<file path="src/rtl/grid_redraw_scheduler.sv">
// -----------------------------------------------------------------------------
// grid_redraw_scheduler
//
// Purpose:
//   Sequences rectangle-fill commands for a 3x3 game-board display towards a
//   downstream rect-fill engine (the engine owns the pixel port). Per-cell
//   dirty bits make sure only changed cells are redrawn; after reset or on a
//   redraw_all pulse the background and all nine cells are redrawn.
//
// Optional feature:
//   GRID_LINES_EN - when defined, four LINE_COLOR grid-line commands follow the
//                   background command. When undefined the gaps keep BG_COLOR
//                   and a full redraw is exactly 10 commands.
//
// Ports:
//   i_clk          system clock
//   i_rst          synchronous, active-high reset
//   i_cell_color   9 x 3-bit colours, cell i = row*3+col at [3i+2:3i]
//   i_redraw_all   pulse: schedule background plus all 9 cells
//   o_cmd_valid    command valid (valid/ready handshake)
//   i_cmd_ready    engine accepts command
//   o_cmd_x0/y0    rectangle top-left corner
//   o_cmd_w/h      rectangle size
//   o_cmd_color    fill colour
//   o_busy         FSM active or any work pending
//   o_frame_done   1-cycle pulse once all pending work has been accepted
// -----------------------------------------------------------------------------
module grid_redraw_scheduler #(
  parameter int         CELL_W     = 104,
  parameter int         CELL_H     = 77,
  parameter int         GAP        = 5,
  parameter int         SCREEN_W   = 320,
  parameter int         SCREEN_H   = 240,
  parameter logic [2:0] BG_COLOR   = 3'b000,
  parameter logic [2:0] LINE_COLOR = 3'b111
) (
  input  logic        i_clk,
  input  logic        i_rst,
  input  logic [26:0] i_cell_color,
  input  logic        i_redraw_all,
  output logic        o_cmd_valid,
  input  logic        i_cmd_ready,
  output logic [8:0]  o_cmd_x0,
  output logic [7:0]  o_cmd_y0,
  output logic [8:0]  o_cmd_w,
  output logic [7:0]  o_cmd_h,
  output logic [2:0]  o_cmd_color,
  output logic        o_busy,
  output logic        o_frame_done
);

  typedef enum logic [1:0] {
    IDLE       = 2'd0,
    BG_ISSUE   = 2'd1,
`ifdef GRID_LINES_EN
    LINE_ISSUE = 2'd3,
`endif
    CELL_ISSUE = 2'd2
  } state_t;

  // Coordinates are computed 10 bits wide and truncated at the output regs.
  typedef struct packed {
    logic [9:0] x;
    logic [9:0] y;
    logic [9:0] w;
    logic [9:0] h;
  } rect_t;

  localparam logic [9:0] STEP_X  = 10'(CELL_W + GAP);
  localparam logic [9:0] STEP_Y  = 10'(CELL_H + GAP);
  localparam rect_t      BG_RECT = {10'd0, 10'd0, 10'(SCREEN_W), 10'(SCREEN_H)};

  // Lowest set bit index of the dirty vector (0 when empty; caller checks).
  function automatic logic [3:0] lowest_idx(input logic [8:0] v);
    logic [3:0] idx;
    idx = 4'd0;
    for (int i = 8; i >= 0; i--) begin
      if (v[i]) begin
        idx = 4'(i);
      end else begin
        idx = idx;
      end
    end
    return idx;
  endfunction

  // Screen rectangle of cell k (k = row*3 + col).
  function automatic rect_t cell_rect(input logic [3:0] k);
    rect_t      r;
    logic [3:0] col;
    logic [3:0] row;
    col = k % 4'd3;
    row = k / 4'd3;
    r.x = 10'(col) * STEP_X;
    r.y = 10'(row) * STEP_Y;
    r.w = 10'(CELL_W);
    r.h = 10'(CELL_H);
    return r;
  endfunction

`ifdef GRID_LINES_EN
  // Grid lines: two vertical, then two horizontal.
  function automatic rect_t line_rect(input logic [1:0] idx);
    rect_t r;
    case (idx)
      2'd0:    r = {10'(CELL_W), 10'd0, 10'(GAP), 10'(SCREEN_H)};
      2'd1:    r = {10'(2 * CELL_W + GAP), 10'd0, 10'(GAP), 10'(SCREEN_H)};
      2'd2:    r = {10'd0, 10'(CELL_H), 10'(SCREEN_W), 10'(GAP)};
      default: r = {10'd0, 10'(2 * CELL_H + GAP), 10'(SCREEN_W), 10'(GAP)};
    endcase
    return r;
  endfunction
`endif

  // Registers
  state_t      r_state;
  logic [8:0]  r_dirty;
  logic        r_bg_pend;
  logic [26:0] r_snapshot;
  logic [3:0]  r_k;
  logic        r_cmd_valid;
  logic [8:0]  r_cmd_x0;
  logic [7:0]  r_cmd_y0;
  logic [8:0]  r_cmd_w;
  logic [7:0]  r_cmd_h;
  logic [2:0]  r_cmd_color;
  logic        r_busy;
  logic        r_frame_done;
`ifdef GRID_LINES_EN
  logic [1:0]  r_line_idx;
  logic [1:0]  w_line_sel;
`endif

  // Wires
  logic [8:0]  w_chg;
  logic        w_xfer;
  logic [8:0]  w_clr;
  logic [3:0]  w_pick;
  logic [26:0] w_pick_sh;
  logic [2:0]  w_pick_color;
  rect_t       w_cell_rect;
  rect_t       w_ld_rect;
  logic [2:0]  w_ld_color;
  logic [8:0]  w_dirty_nxt;
  logic        w_bg_nxt;
  logic        w_last_xfer;
  logic        w_done_nxt;
  logic        w_busy_nxt;

  assign w_xfer       = r_cmd_valid & i_cmd_ready;
  assign w_pick       = lowest_idx(r_dirty);
  assign w_pick_sh    = i_cell_color >> (5'(w_pick) * 5'd3);
  assign w_pick_color = 3'(w_pick_sh);
  assign w_cell_rect  = cell_rect(w_pick);
  assign w_clr        = (w_xfer && (r_state == CELL_ISSUE)) ? (9'd1 << r_k) : 9'd0;

  // A change landing on the accept edge of the same cell keeps it dirty
  // (set wins), and redraw_all overrides everything including clears.
  assign w_dirty_nxt  = i_redraw_all ? 9'h1FF : ((r_dirty & ~w_clr) | w_chg);
  assign w_bg_nxt     = i_redraw_all ? 1'b1
                      : (r_bg_pend & ~(w_xfer && (r_state == BG_ISSUE)));

`ifdef GRID_LINES_EN
  assign w_line_sel   = (r_state == BG_ISSUE) ? 2'd0 : (r_line_idx + 2'd1);
  assign w_last_xfer  = w_xfer & ((r_state == CELL_ISSUE) |
                                  ((r_state == LINE_ISSUE) & (r_line_idx == 2'd3)));
`else
  assign w_last_xfer  = w_xfer;
`endif

  // frame_done / busy are registered from next-cycle values.
  assign w_done_nxt   = w_last_xfer & (w_dirty_nxt == 9'd0) & ~w_bg_nxt;
  assign w_busy_nxt   = ((r_state != IDLE) & ~w_last_xfer) | (|w_dirty_nxt) | w_bg_nxt;

  // Per-cell change detect against the last sampled colours.
  always_comb begin
    w_chg = 9'd0;
    for (int i = 0; i < 9; i++) begin
      w_chg[i] = |(i_cell_color[3*i +: 3] ^ r_snapshot[3*i +: 3]);
    end
  end

  // Payload of the next command to load, chosen by the current state.
  always_comb begin
    w_ld_rect  = w_cell_rect;
    w_ld_color = w_pick_color;
    case (r_state)
      IDLE: begin
        if (r_bg_pend) begin
          w_ld_rect  = BG_RECT;
          w_ld_color = BG_COLOR;
        end else begin
          w_ld_rect  = w_cell_rect;
          w_ld_color = w_pick_color;
        end
      end
`ifdef GRID_LINES_EN
      BG_ISSUE, LINE_ISSUE: begin
        w_ld_rect  = line_rect(w_line_sel);
        w_ld_color = LINE_COLOR;
      end
`endif
      default: begin
        w_ld_rect  = w_cell_rect;
        w_ld_color = w_pick_color;
      end
    endcase
  end

  // Scheduler FSM, dirty tracking and registered command outputs.
  always_ff @(posedge i_clk) begin
    if (i_rst) begin
      r_state      <= IDLE;
      r_dirty      <= 9'h1FF;
      r_bg_pend    <= 1'b1;
      r_snapshot   <= i_cell_color;
      r_k          <= 4'd0;
      r_cmd_valid  <= 1'b0;
      r_cmd_x0     <= 9'd0;
      r_cmd_y0     <= 8'd0;
      r_cmd_w      <= 9'd0;
      r_cmd_h      <= 8'd0;
      r_cmd_color  <= 3'd0;
      r_busy       <= 1'b1;
      r_frame_done <= 1'b0;
`ifdef GRID_LINES_EN
      r_line_idx   <= 2'd0;
`endif
    end else begin
      r_snapshot   <= i_cell_color;
      r_dirty      <= w_dirty_nxt;
      r_bg_pend    <= w_bg_nxt;
      r_busy       <= w_busy_nxt;
      r_frame_done <= w_done_nxt;
      case (r_state)
        IDLE: begin
          if (r_bg_pend || (|r_dirty)) begin
            r_state     <= r_bg_pend ? BG_ISSUE : CELL_ISSUE;
            r_k         <= w_pick;
            r_cmd_valid <= 1'b1;
            r_cmd_x0    <= 9'(w_ld_rect.x);
            r_cmd_y0    <= 8'(w_ld_rect.y);
            r_cmd_w     <= 9'(w_ld_rect.w);
            r_cmd_h     <= 8'(w_ld_rect.h);
            r_cmd_color <= w_ld_color;
          end else begin
            r_state     <= IDLE;
            r_cmd_valid <= 1'b0;
          end
        end
        BG_ISSUE: begin
          if (w_xfer) begin
`ifdef GRID_LINES_EN
            // Go straight into the first grid line; valid stays high.
            r_state     <= LINE_ISSUE;
            r_line_idx  <= w_line_sel;
            r_cmd_x0    <= 9'(w_ld_rect.x);
            r_cmd_y0    <= 8'(w_ld_rect.y);
            r_cmd_w     <= 9'(w_ld_rect.w);
            r_cmd_h     <= 8'(w_ld_rect.h);
            r_cmd_color <= w_ld_color;
`else
            r_state     <= IDLE;
            r_cmd_valid <= 1'b0;
`endif
          end else begin
            r_state     <= BG_ISSUE;
          end
        end
`ifdef GRID_LINES_EN
        LINE_ISSUE: begin
          if (w_xfer && (r_line_idx == 2'd3)) begin
            r_state     <= IDLE;
            r_cmd_valid <= 1'b0;
          end else if (w_xfer) begin
            r_line_idx  <= w_line_sel;
            r_cmd_x0    <= 9'(w_ld_rect.x);
            r_cmd_y0    <= 8'(w_ld_rect.y);
            r_cmd_w     <= 9'(w_ld_rect.w);
            r_cmd_h     <= 8'(w_ld_rect.h);
            r_cmd_color <= w_ld_color;
          end else begin
            r_state     <= LINE_ISSUE;
          end
        end
`endif
        CELL_ISSUE: begin
          if (w_xfer) begin
            r_state     <= IDLE;
            r_cmd_valid <= 1'b0;
          end else begin
            r_state     <= CELL_ISSUE;
          end
        end
        default: begin
          r_state     <= IDLE;
          r_cmd_valid <= 1'b0;
        end
      endcase
    end
  end

  assign o_cmd_valid  = r_cmd_valid;
  assign o_cmd_x0     = r_cmd_x0;
  assign o_cmd_y0     = r_cmd_y0;
  assign o_cmd_w      = r_cmd_w;
  assign o_cmd_h      = r_cmd_h;
  assign o_cmd_color  = r_cmd_color;
  assign o_busy       = r_busy;
  assign o_frame_done = r_frame_done;

endmodule

</file>
<file path="config.mk">
export PLATFORM = sky130hd
export DESIGN_NAME = grid_redraw_scheduler
export DESIGN_NICKNAME = d
export VERILOG_FILES = /design/src/rtl/grid_redraw_scheduler.sv
export SDC_FILE = /design/constraint.sdc
export NUM_CORES = 1
export LEC_CHECK = 0
export BUFFER_PORTS_ARGS = -buffer_cell sky130_fd_sc_hd__buf_4
export CORE_ASPECT_RATIO = 1.4
export CORE_MARGIN = 2
export CORE_UTILIZATION = 50
export DETAILED_ROUTE_END_ITERATION = 16
export PLACE_DENSITY = 0.73
export SLEW_MARGIN = 20
export SYNTH_ARGS = -nofsm -noshare
export SYNTH_HDL_FRONTEND = slang
export SYNTH_SLANG_ARGS = --single-unit
</file>
<file path="constraint.sdc">
create_clock -name i_clk -period 6.6 [get_ports i_clk]
set_clock_uncertainty 0.05 [all_clocks]
set_input_delay 0.66 -clock i_clk [delete_from_list [all_inputs] [get_ports i_clk]]
set_output_delay 0.66 -clock i_clk [all_outputs]
set_load 0.005 [all_outputs]
</file>
==> impl_metrics.env, run 1 <==
export IMPL_clk_path_buf_depth=2
export IMPL_rsz0062_at_grt="no"
export IMPL_cpMostUsedCell="ha_1"
export IMPL_synth_compound_area_share_pct=13.6
export IMPL_yosysSeqAreaShare_pct=33.9
export IMPL_hp_class="input pin to register"
export IMPL_clockRootBuffer="clkbuf_8"
export IMPL_synthXorXnorAreaFrac_pct=9.16
export IMPL_vias=3136
export IMPL_fin_util_pct=58.9
export IMPL_cp_arrival_ps=5890
export IMPL_synth_seq_cells=66
export IMPL_dr_first_iter_drc_count=154
export IMPL_cts_tree="built"
export IMPL_slew_violations=0
export IMPL_synth_async_reset_ratio_pct=0
export IMPL_start_kind="register"
export IMPL_rrSetupSlack_ps=880
export IMPL_fmax_ghz=0.175
export IMPL_grt_pass1_vias=3053
export IMPL_io_buffers=63
export IMPL_viasPerCell=5.61
export IMPL_grt_pass1_wl_um=14700
export IMPL_r2r_end="o_cmd_x0[8]$_SDFFE_PP0P_"
export IMPL_cp_max_fo=5
export IMPL_io_pins=71
export IMPL_synth_ff_type="dfxtp_1"
export IMPL_p_total_mw=0.819
export IMPL_cts_resized=0
export IMPL_crit_buf_inv=1
export IMPL_grt_total_usage_pct=22.6
export IMPL_maxCapViolations=0
export IMPL_drt_pass1_iterations=4
export IMPL_grt_ovfl_total=0
export IMPL_synthToLayoutAreaGrowth_pct=15.7
export IMPL_initial_core_util_pct=50.9
export IMPL_worst_pin_slew_ps=949
export IMPL_synthCells=406
export IMPL_fin_setup_tns_ps=0
export IMPL_crit_type="register to register"
export IMPL_peakVddDrop_v=0.000117
export IMPL_wirelength_um=9100
export IMPL_final_cell_mix="dfxtp_1 (66), buf_4 (64), xor2_1 (31), nor2_1 (29), nand2_1 (27)"
export IMPL_die_height_um=108
export IMPL_clock_sinks=66
export IMPL_antenna_found_initial=0
export IMPL_syn_area_per_cell_um2=9.59
export IMPL_htreeDepth=3
export IMPL_post_route_drc_count=0
export IMPL_die_area_um2=8520
export IMPL_fin_crit_sh_pct=86.6
export IMPL_slowest_delay_ps=580
export IMPL_period_minus_slack_ps=5720
export IMPL_yosys_area_share_simple_pct=15.8
export IMPL_yosys_warnings=0
export IMPL_cp_slowest_cell="o31ai_1"
export IMPL_cts_buffers=9
export IMPL_synthMuxAreaShare_pct=9.67
export IMPL_core_area_um2=7650
export IMPL_num_rows=38
export IMPL_hold_end="r_snapshot[3]$_DFF_P_"
export IMPL_hold_viol_final=0
export IMPL_crit_required_ps=6770
export IMPL_synthAdderAreaFrac_pct=10.4
export IMPL_postCtsHoldBufs=0
export IMPL_cts_setup_buffers=0
export IMPL_synth_top_family_by_area="simple AND/OR/NAND/NOR gates"
export IMPL_synthDistinctLibCells=56
export IMPL_final_nets=516
export IMPL_hpwl_um=6930
export IMPL_crit_path_cell_trace="nor2_1 > nor3_1 > o31ai_1 > inv_1 > ha_1 > o21ai_0 > xnor2_2 > ha_1 > o21ai_1 > xnor2_1 > ha_1 > nor2_1 > nand2_4 > mux2_4 > ha_1 > ha_1 > ha_1 > a21o_1 > a21oi_1 > o21bai_1 > a21oi_1 > xnor2_1 > a22oi_1 > nor2_1"
export IMPL_min_path_cells=1
export IMPL_clk_pin_slew_ps=80
export IMPL_gp_congestion=0.897
export IMPL_syn_area_um2=3890
export IMPL_slew_headroom_pct=36.5
export IMPL_ant_nets=0
export IMPL_die_width_um=78.6
export IMPL_synth_edff_count=0
export IMPL_p_per_area_nw_per_um2=182
export IMPL_wl_per_cell_um=16.3
export IMPL_grt_max_degree=36
export IMPL_hp_start="i_cell_color[3]"
export IMPL_power_leakage_nw=2.01
export IMPL_cp_top_family="compound AO/OA/AOI/OAI gates"
export IMPL_r2r_start="r_dirty[6]$_SDFF_PP1_"
export IMPL_clock_latency_ps=350
export IMPL_endpoint_kind="register"
export IMPL_rr_worst_depth=24
export IMPL_drive_gt1_share_pct=26.1
export IMPL_antenna_diode_count=0
export IMPL_final_common_cell="dfxtp_1"
export IMPL_status="complete, no violations"
export IMPL_finalSetupViolations=0
## where the power goes
part           switching, mW  internal (mW)
logic                 0.0423         0.0379
registers            0.00677          0.410
clock network          0.148          0.174
total                  0.197          0.622
## synth_stat cells (2+ instances only)
cell / instances / area [um^2]
dfxtp_1: 66 / 1320
xor2_1: 31 / 272
nor2_1: 29 / 109
nand2_1: 27 / 101
ha_1: 26 / 325
inv_1: 19 / 71.3
a21oi_1: 18 / 90.1
buf_4: 17 / 128
a22oi_1: 16 / 120
clkbuf_1: 11 / 41.3
mux2i_1: 11 / 110
nor4_1: 11 / 68.8
o21ai_0: 11 / 55.1
or2_2: 11 / 68.8
nand3_1: 10 / 50.1
mux4_2: 9 / 203
nor3_1: 9 / 45.0
xnor2_1: 6 / 52.6
nand2b_1: 5 / 31.3
o41ai_1: 5 / 43.8
a21o_1: 4 / 30.0
fa_1: 4 / 80.1
nor2b_1: 4 / 25.0
buf_2: 3 / 15.0
mux2_2: 3 / 33.8
nor4_2: 3 / 37.5
a211o_1: 2 / 17.5
a22o_1: 2 / 17.5
mux2_4: 2 / 30.0
o21ai_1: 2 / 10.0
o21bai_1: 2 / 15.0
o221a_2: 2 / 22.5
xnor2_2: 2 / 32.5
## metal layers
metal  global-route usage (%)  up-vias  part of all wire [%]
li1                         -     1510                     -
met1                     25.7     1511                    41
met2                     38.5       91                    50
met3                     4.51       24                   4.6
met4                     14.0        0                   3.8
met5                        0        -                     0
## final cells by class
| class | count | area (um^2) |
|---|---|---|
| clock buffers | 13 | 179 |
| clock inverters | 2 | 10.0 |
| fillers | 679 | 3150 |
| inverters | 20 | 82.6 |
| multi-input cells | 294 | 2310 |
| flip-flops and latches | 66 | 1320 |
| well taps | 100 | 125 |
| repair buffers | 64 | 480 |
## worst max-delay path by stage
stage	depth (start not counted)	end	slack [ps]	from
final	24	o_cmd_x0[8]$_SDFFE_PP0P_	880	r_dirty[6]$_SDFF_PP1_
after global routing	24	o_cmd_x0[8]$_SDFFE_PP0P_	470	r_dirty[6]$_SDFF_PP1_
after CTS	24	o_cmd_x0[7]$_SDFFE_PP0P_	880	r_dirty[6]$_SDFF_PP1_
after detailed placement	24	o_cmd_x0[8]$_SDFFE_PP0P_	930	r_dirty[6]$_SDFF_PP1_
after global placement	24	o_cmd_x0[7]$_SDFFE_PP0P_	1200	r_dirty[6]$_SDFF_PP1_
after floorplan	24	o_cmd_x0[7]$_SDFFE_PP0P_	1580	r_dirty[6]$_SDFF_PP1_
## cells by family (layout without fill, tap and decap cells)
kind of cell             Yosys count  count (layout)
adder cells (fa/ha/maj)           30              30
flip-flops                        66              66
XOR/XNOR                          39              39
other                              1               7
AND/OR/NAND/NOR                  117             117
AO/OA/AOI/OAI                     76              76
multiplexers                      25              25
buffers and inverters             52              99
## worst reg2reg max path, delay by kind of cell, from the launching register on
kind | cells | cell delay [ps]
compound gates | 8 | 1910
buf+inv | 1 | 280
flops | 1 | 340
xor+xnor | 3 | 400
fa+ha+maj | 6 | 1750
simple gates | 5 | 510
mux | 1 | 320
## registers in the layout, summed over array words and instances (netlist names), 2 cells and up
register,cells
r_dirty,9
r_snapshot,27
o_cmd_x0,9
r_state,2
o_cmd_y0,5
r_k,4
o_cmd_color,3
o_cmd_w,2
## stage by stage
step	hold slack (ps)	std cells	worst slack, ps	instance area [um^2]
6_report	387	559	885	4510
5_1_grt	376	559	468	4510
4_1_cts	369	559	880	4510
3_5_place_dp	410	544	930	4320
3_3_place_gp	402	544	1200	4320
2_1_floorplan	401	412	1580	3920
No activity file was read; power rests on OpenSTA's default activity.
==> run 2: changes to the inputs <==
--- a/config.mk
+++ b/config.mk
@@ -10,7 +10,7 @@
 export CORE_MARGIN = 2
 export CORE_UTILIZATION = 50
 export DETAILED_ROUTE_END_ITERATION = 16
-export PLACE_DENSITY = 0.73
+export PLACE_DENSITY = 0.84
 export SLEW_MARGIN = 20
 export SYNTH_ARGS = -nofsm -noshare
 export SYNTH_HDL_FRONTEND = slang
==> impl_metrics.env, run 2 (synthesis results as in run 1) <==
export IMPL_wl_met1_um=3700
export IMPL_slew_violations=0
export IMPL_top_layer_used="met4"
export IMPL_route_met2_wl_um=5020
export IMPL_dr_first_iter_drc_count=185
export IMPL_num_rows=38
export IMPL_whs_ps=378
export IMPL_fin_setup_tns_ps=0
export IMPL_min_path_cells=1
export IMPL_finalSetupViolations=0
export IMPL_cpMostUsedCell="ha_1"
export IMPL_clockRootBuffer="clkbuf_8"
export IMPL_rrSetupSlack_ps=910
export IMPL_io_buffers=63
export IMPL_cts_buffers=9
export IMPL_maxCapViolations=0
export IMPL_dpl_worst_slack_ps=989
export IMPL_cts_setup_buffers=0
export IMPL_postCtsHoldBufs=0
export IMPL_largest_reg_flops=27
export IMPL_hp_class="input pin to register"
export IMPL_viasPerCell=5.54
export IMPL_grt_pass1_wl_um=14700
export IMPL_io_pins=71
export IMPL_cts_tree="built"
export IMPL_antenna_diode_count=0
export IMPL_dr_wl_met3_um=381
export IMPL_status="complete, no violations"
export IMPL_drive_gt1_share_pct=26.3
export IMPL_clock_latency_ps=350
export IMPL_fin_crit_sh_pct=86.2
export IMPL_finalWorstSetupSlack_ps=909
export IMPL_core_area_um2=7650
export IMPL_slowest_delay_ps=560
export IMPL_grt_ovfl_total=0
export IMPL_multiInputGateArea_um2=2310
export IMPL_hpwl_um=7030
export IMPL_largest_register="r_snapshot"
export IMPL_final_nets=516
export IMPL_period_minus_slack_ps=5690
export IMPL_grt_total_usage_pct=22.3
export IMPL_crit_path_cell_trace="nor2_1 > nor3_1 > o31ai_1 > inv_1 > ha_1 > o21ai_0 > xnor2_2 > ha_1 > o21ai_1 > xnor2_1 > ha_1 > nor2_1 > nand2_4 > mux2_4 > ha_1 > ha_1 > ha_1 > a21o_1 > a21oi_1 > o21bai_1 > a21oi_1 > xnor2_1 > a22oi_1 > nor2_1"
export IMPL_antenna_found_initial=0
export IMPL_final_cell_area_um2=4490
export IMPL_cp_slowest_cell="o31ai_1"
export IMPL_cts_resized=0
export IMPL_htreeDepth=3
export IMPL_crit_required_ps=6780
export IMPL_die_width_um=78.6
export IMPL_drt_pass1_iterations=4
export IMPL_post_route_drc_count=0
export IMPL_rr_worst_depth=24
export IMPL_synthToLayoutAreaGrowth_pct=15.3
export IMPL_clock_sinks=66
export IMPL_grt_max_degree=36
export IMPL_crit_type="register to register"
export IMPL_fin_util_pct=58.6
export IMPL_num_fill_cells=658
export IMPL_fmax_ghz=0.176
export IMPL_hold_viol_final=0
export IMPL_p_per_area_nw_per_um2=177
export IMPL_die_height_um=108
export IMPL_die_area_um2=8520
export IMPL_slew_headroom_pct=36.1
export IMPL_gp_congestion=0.932
export IMPL_wirelength_um=9270
export IMPL_ant_nets=0
export IMPL_vias=3104
export IMPL_seqCellArea_um2=1320
export IMPL_final_cell_mix="dfxtp_1 (66), buf_4 (64), xor2_1 (31), nor2_1 (29), nand2_1 (27)"
export IMPL_place_area_um2=4320
export IMPL_cp_max_fo=5
export IMPL_power_leakage_nw=2.00
export IMPL_worst_pin_slew_ps=955
export IMPL_initial_core_util_pct=50.9
export IMPL_grt_pass1_vias=3058
export IMPL_start_kind="register"
export IMPL_clk_path_buf_depth=2
export IMPL_clk_pin_slew_ps=80
export IMPL_endpoint_kind="register"
export IMPL_peakVddDrop_v=0.000130
export IMPL_rsz0062_at_grt="no"
export IMPL_cp_arrival_ps=5870
export IMPL_final_common_cell="dfxtp_1"
export IMPL_wl_per_cell_um=16.6
run 2: changes by cell type in the layout (fill, tap and decap cells not counted):
| cell | delta |
|---|---|
| clkbuf_8 | -3 |
| clkinv_2 | +3 |
| clkinvlp_4 | +1 |
run 2: critical path: cells and delay by family (launching register included):
family / cells / cell delay, ps
adder cells (fa/ha/maj): 6 / 1770
AND/OR/NAND/NOR: 5 / 500
AO/OA/AOI/OAI: 8 / 1940
flip-flops: 1 / 340
XOR/XNOR: 3 / 390
multiplexers: 1 / 320
buffers and inverters: 1 / 270
run 2: metal layers:
layer,global-route usage [%],up-vias
met1,25.4,1488
met5,0,-
met3,3.51,11
li1,-,1514
met4,10.7,0
met2,40.2,91
run 2: layout make-up:
class / instances / area share [%]
sequential: 66 / 29.4
timing repair buffer: 64 / 10.7
multi-input combinational: 294 / 51.4
inverter: 20 / 1.84
clock inverter: 6 / 0.725
tap: 100 / 2.79
clock buffer: 10 / 3.07
run 2: through the flow:
| stage | std cells | power, mW |
|---|---|---|
| 6_report | 560 | 0.797 |
| 5_1_grt | 560 | 0.824 |
| 4_1_cts | 560 | 0.801 |
| 3_5_place_dp | 544 | 0.507 |
| 3_3_place_gp | 544 | 0.503 |
| 2_1_floorplan | 412 | 0.471 |
run 2: final timing paths:
kind / startpoint / end
worst max-delay path: r_dirty[6]$_SDFF_PP1_ / o_cmd_x0[8]$_SDFFE_PP0P_
worst min-delay path: i_cell_color[0] / r_snapshot[0]$_DFF_P_
worst min register to register: o_cmd_w[6]$_SDFFE_PP0P_ / o_cmd_w[6]$_SDFFE_PP0P_
worst max register to register: r_dirty[6]$_SDFF_PP1_ / o_cmd_x0[8]$_SDFFE_PP0P_
run 2: power breakdown:
part | switching (mW) | internal (mW)
sequential | 0.00722 | 0.410
combinational | 0.0429 | 0.0379
clock | 0.156 | 0.143
total | 0.206 | 0.591
==> run 3: changes to the inputs <==
--- a/config.mk
+++ b/config.mk
@@ -10,6 +10,7 @@
 export CORE_MARGIN = 2
 export CORE_UTILIZATION = 50
 export DETAILED_ROUTE_END_ITERATION = 16
+export MAX_ROUTING_LAYER = met4
 export PLACE_DENSITY = 0.84
 export SLEW_MARGIN = 20
 export SYNTH_ARGS = -nofsm -noshare
==> constraint.sdc (replaced) <==
create_clock -name i_clk -period 7 [get_ports i_clk]
set_clock_uncertainty 0.05 [all_clocks]
set_input_delay 0.7 -clock i_clk [delete_from_list [all_inputs] [get_ports i_clk]]
set_output_delay 0.7 -clock i_clk [all_outputs]
set_load 0.005 [all_outputs]
==> impl_metrics.env, run 3 (synthesis results as in run 1) <==
export IMPL_slew_violations=0
export IMPL_grt_ovfl_total=0
export IMPL_die_height_um=108
export IMPL_rsz0062_at_grt="no"
export IMPL_antenna_diode_count=0
export IMPL_largest_reg_flops=27
export IMPL_finalSetupViolations=0
export IMPL_post_route_drc_count=0
export IMPL_grt_pass1_vias=3087
export IMPL_crit_type="register to register"
export IMPL_postCtsHoldBufs=0
export IMPL_num_fill_cells=665
export IMPL_whs_ps=425
export IMPL_cp_max_fo=5
export IMPL_crit_required_ps=7180
export IMPL_period_minus_slack_ps=5640
export IMPL_initial_core_util_pct=50.9
export IMPL_cts_tree="built"
export IMPL_power_leakage_nw=2.01
export IMPL_cts_resized=0
export IMPL_fin_util_pct=59.0
export IMPL_num_rows=38
export IMPL_io_buffers=63
export IMPL_gp_congestion=0.950
export IMPL_worst_pin_slew_ps=933
export IMPL_htreeDepth=3
export IMPL_start_kind="register"
export IMPL_dr_first_iter_drc_count=201
export IMPL_cts_buffers=9
export IMPL_synthToLayoutAreaGrowth_pct=16.0
export IMPL_clock_sinks=66
export IMPL_clockRootBuffer="clkbuf_8"
export IMPL_clock_latency_ps=350
export IMPL_maxCapViolations=0
export IMPL_hold_viol_final=0
export IMPL_drive_gt1_share_pct=25.7
export IMPL_drt_pass1_iterations=4
export IMPL_place_area_um2=4320
export IMPL_die_width_um=78.6
export IMPL_cts_setup_buffers=0
export IMPL_grt_total_usage_pct=23.4
export IMPL_status="complete, no violations"
export IMPL_fin_setup_tns_ps=0
export IMPL_p_per_area_nw_per_um2=176
export IMPL_die_area_um2=8520
export IMPL_cp_arrival_ps=5820
export IMPL_final_cell_mix="dfxtp_1 (66), buf_4 (64), xor2_1 (31), nor2_1 (29), nand2_1 (27)"
export IMPL_viasPerCell=5.60
export IMPL_fin_crit_sh_pct=80.5
export IMPL_clk_pin_slew_ps=70
export IMPL_wl_per_cell_um=16.6
export IMPL_final_cell_area_um2=4520
export IMPL_final_nets=516
export IMPL_final_common_cell="dfxtp_1"
export IMPL_finalWorstSetupSlack_ps=1360
export IMPL_final_cells=560
export IMPL_ant_nets=0
export IMPL_clk_path_buf_depth=2
export IMPL_wirelength_um=9270
export IMPL_io_pins=71
export IMPL_peakVddDrop_v=0.000127
export IMPL_fmax_ghz=0.177
export IMPL_dp_cells=544
export IMPL_grt_pass1_wl_um=14900
export IMPL_largest_register="r_snapshot"
export IMPL_endpoint_kind="register"
export IMPL_slew_headroom_pct=37.6
export IMPL_p_total_mw=0.794
export IMPL_grt_max_degree=36
export IMPL_antenna_found_initial=0
export IMPL_hpwl_um=6890
export IMPL_dpl_worst_slack_ps=1440
export IMPL_hp_class="register to register"
export IMPL_vias=3135
export IMPL_core_area_um2=7650
==> run 3: metal layers <==
metal  wire length (um)  share of wire, %  vias to the layer above  global-route usage (%)
li1                   -                 -                     1509                       -
met5                  0                 0                        -                       -
met4                331               3.6                        0                    11.9
met2               4770                51                      100                    39.8
met1               3710                40                     1504                    25.6
met3                459               5.0                       22                    5.26
==> run 3: final timing paths <==
kind,depth (start not counted),slack (ps),from,end
worst max-delay path,24,1360,r_dirty[6]$_SDFF_PP1_,o_cmd_x0[7]$_SDFFE_PP0P_
worst min-delay path,2,420,o_cmd_w[6]$_SDFFE_PP0P_,o_cmd_w[6]$_SDFFE_PP0P_
worst max register to register,24,1360,r_dirty[6]$_SDFF_PP1_,o_cmd_x0[7]$_SDFFE_PP0P_
worst min register to register,2,420,o_cmd_w[6]$_SDFFE_PP0P_,o_cmd_w[6]$_SDFFE_PP0P_
==> run 3: power breakdown <==
| group | switching [mW] | leakage [nW] | internal (mW) |
|---|---|---|---|
| Combinational | 0.0396 | 1.37 | 0.0357 |
| Clock | 0.141 | 0.101 | 0.184 |
| Sequential | 0.00678 | 0.544 | 0.387 |
| Total | 0.188 | 2.01 | 0.606 |
==> run 3: worst max-delay path, cell delays in order (launching register included) <==
cell and delay (ps):
dfxtp_1 340, nor2_1 110, nor3_1 50, o31ai_1 550, inv_1 280, ha_1 290, o21ai_0 290, xnor2_2 120
ha_1 230, o21ai_1 250, xnor2_1 180, ha_1 270, nor2_1 200, nand2_4 100, mux2_4 320, ha_1 340
ha_1 310, ha_1 230, fa_1 410, a21oi_1 170, nor2_1 50, nor2_1 110, xnor2_1 70, a22oi_1 160
nor2_1 50
==> run 3: area by class of cell <==
type	count	area [um^2]	share of cell area, %
repair buffers	64	480	10.6
well taps	100	125	2.77
inverters	20	82.6	1.83
multi-input cells	294	2310	51.1
clock buffers	14	163	3.60
flip-flops and latches	66	1320	29.3
clock inverters	2	35.0	0.776
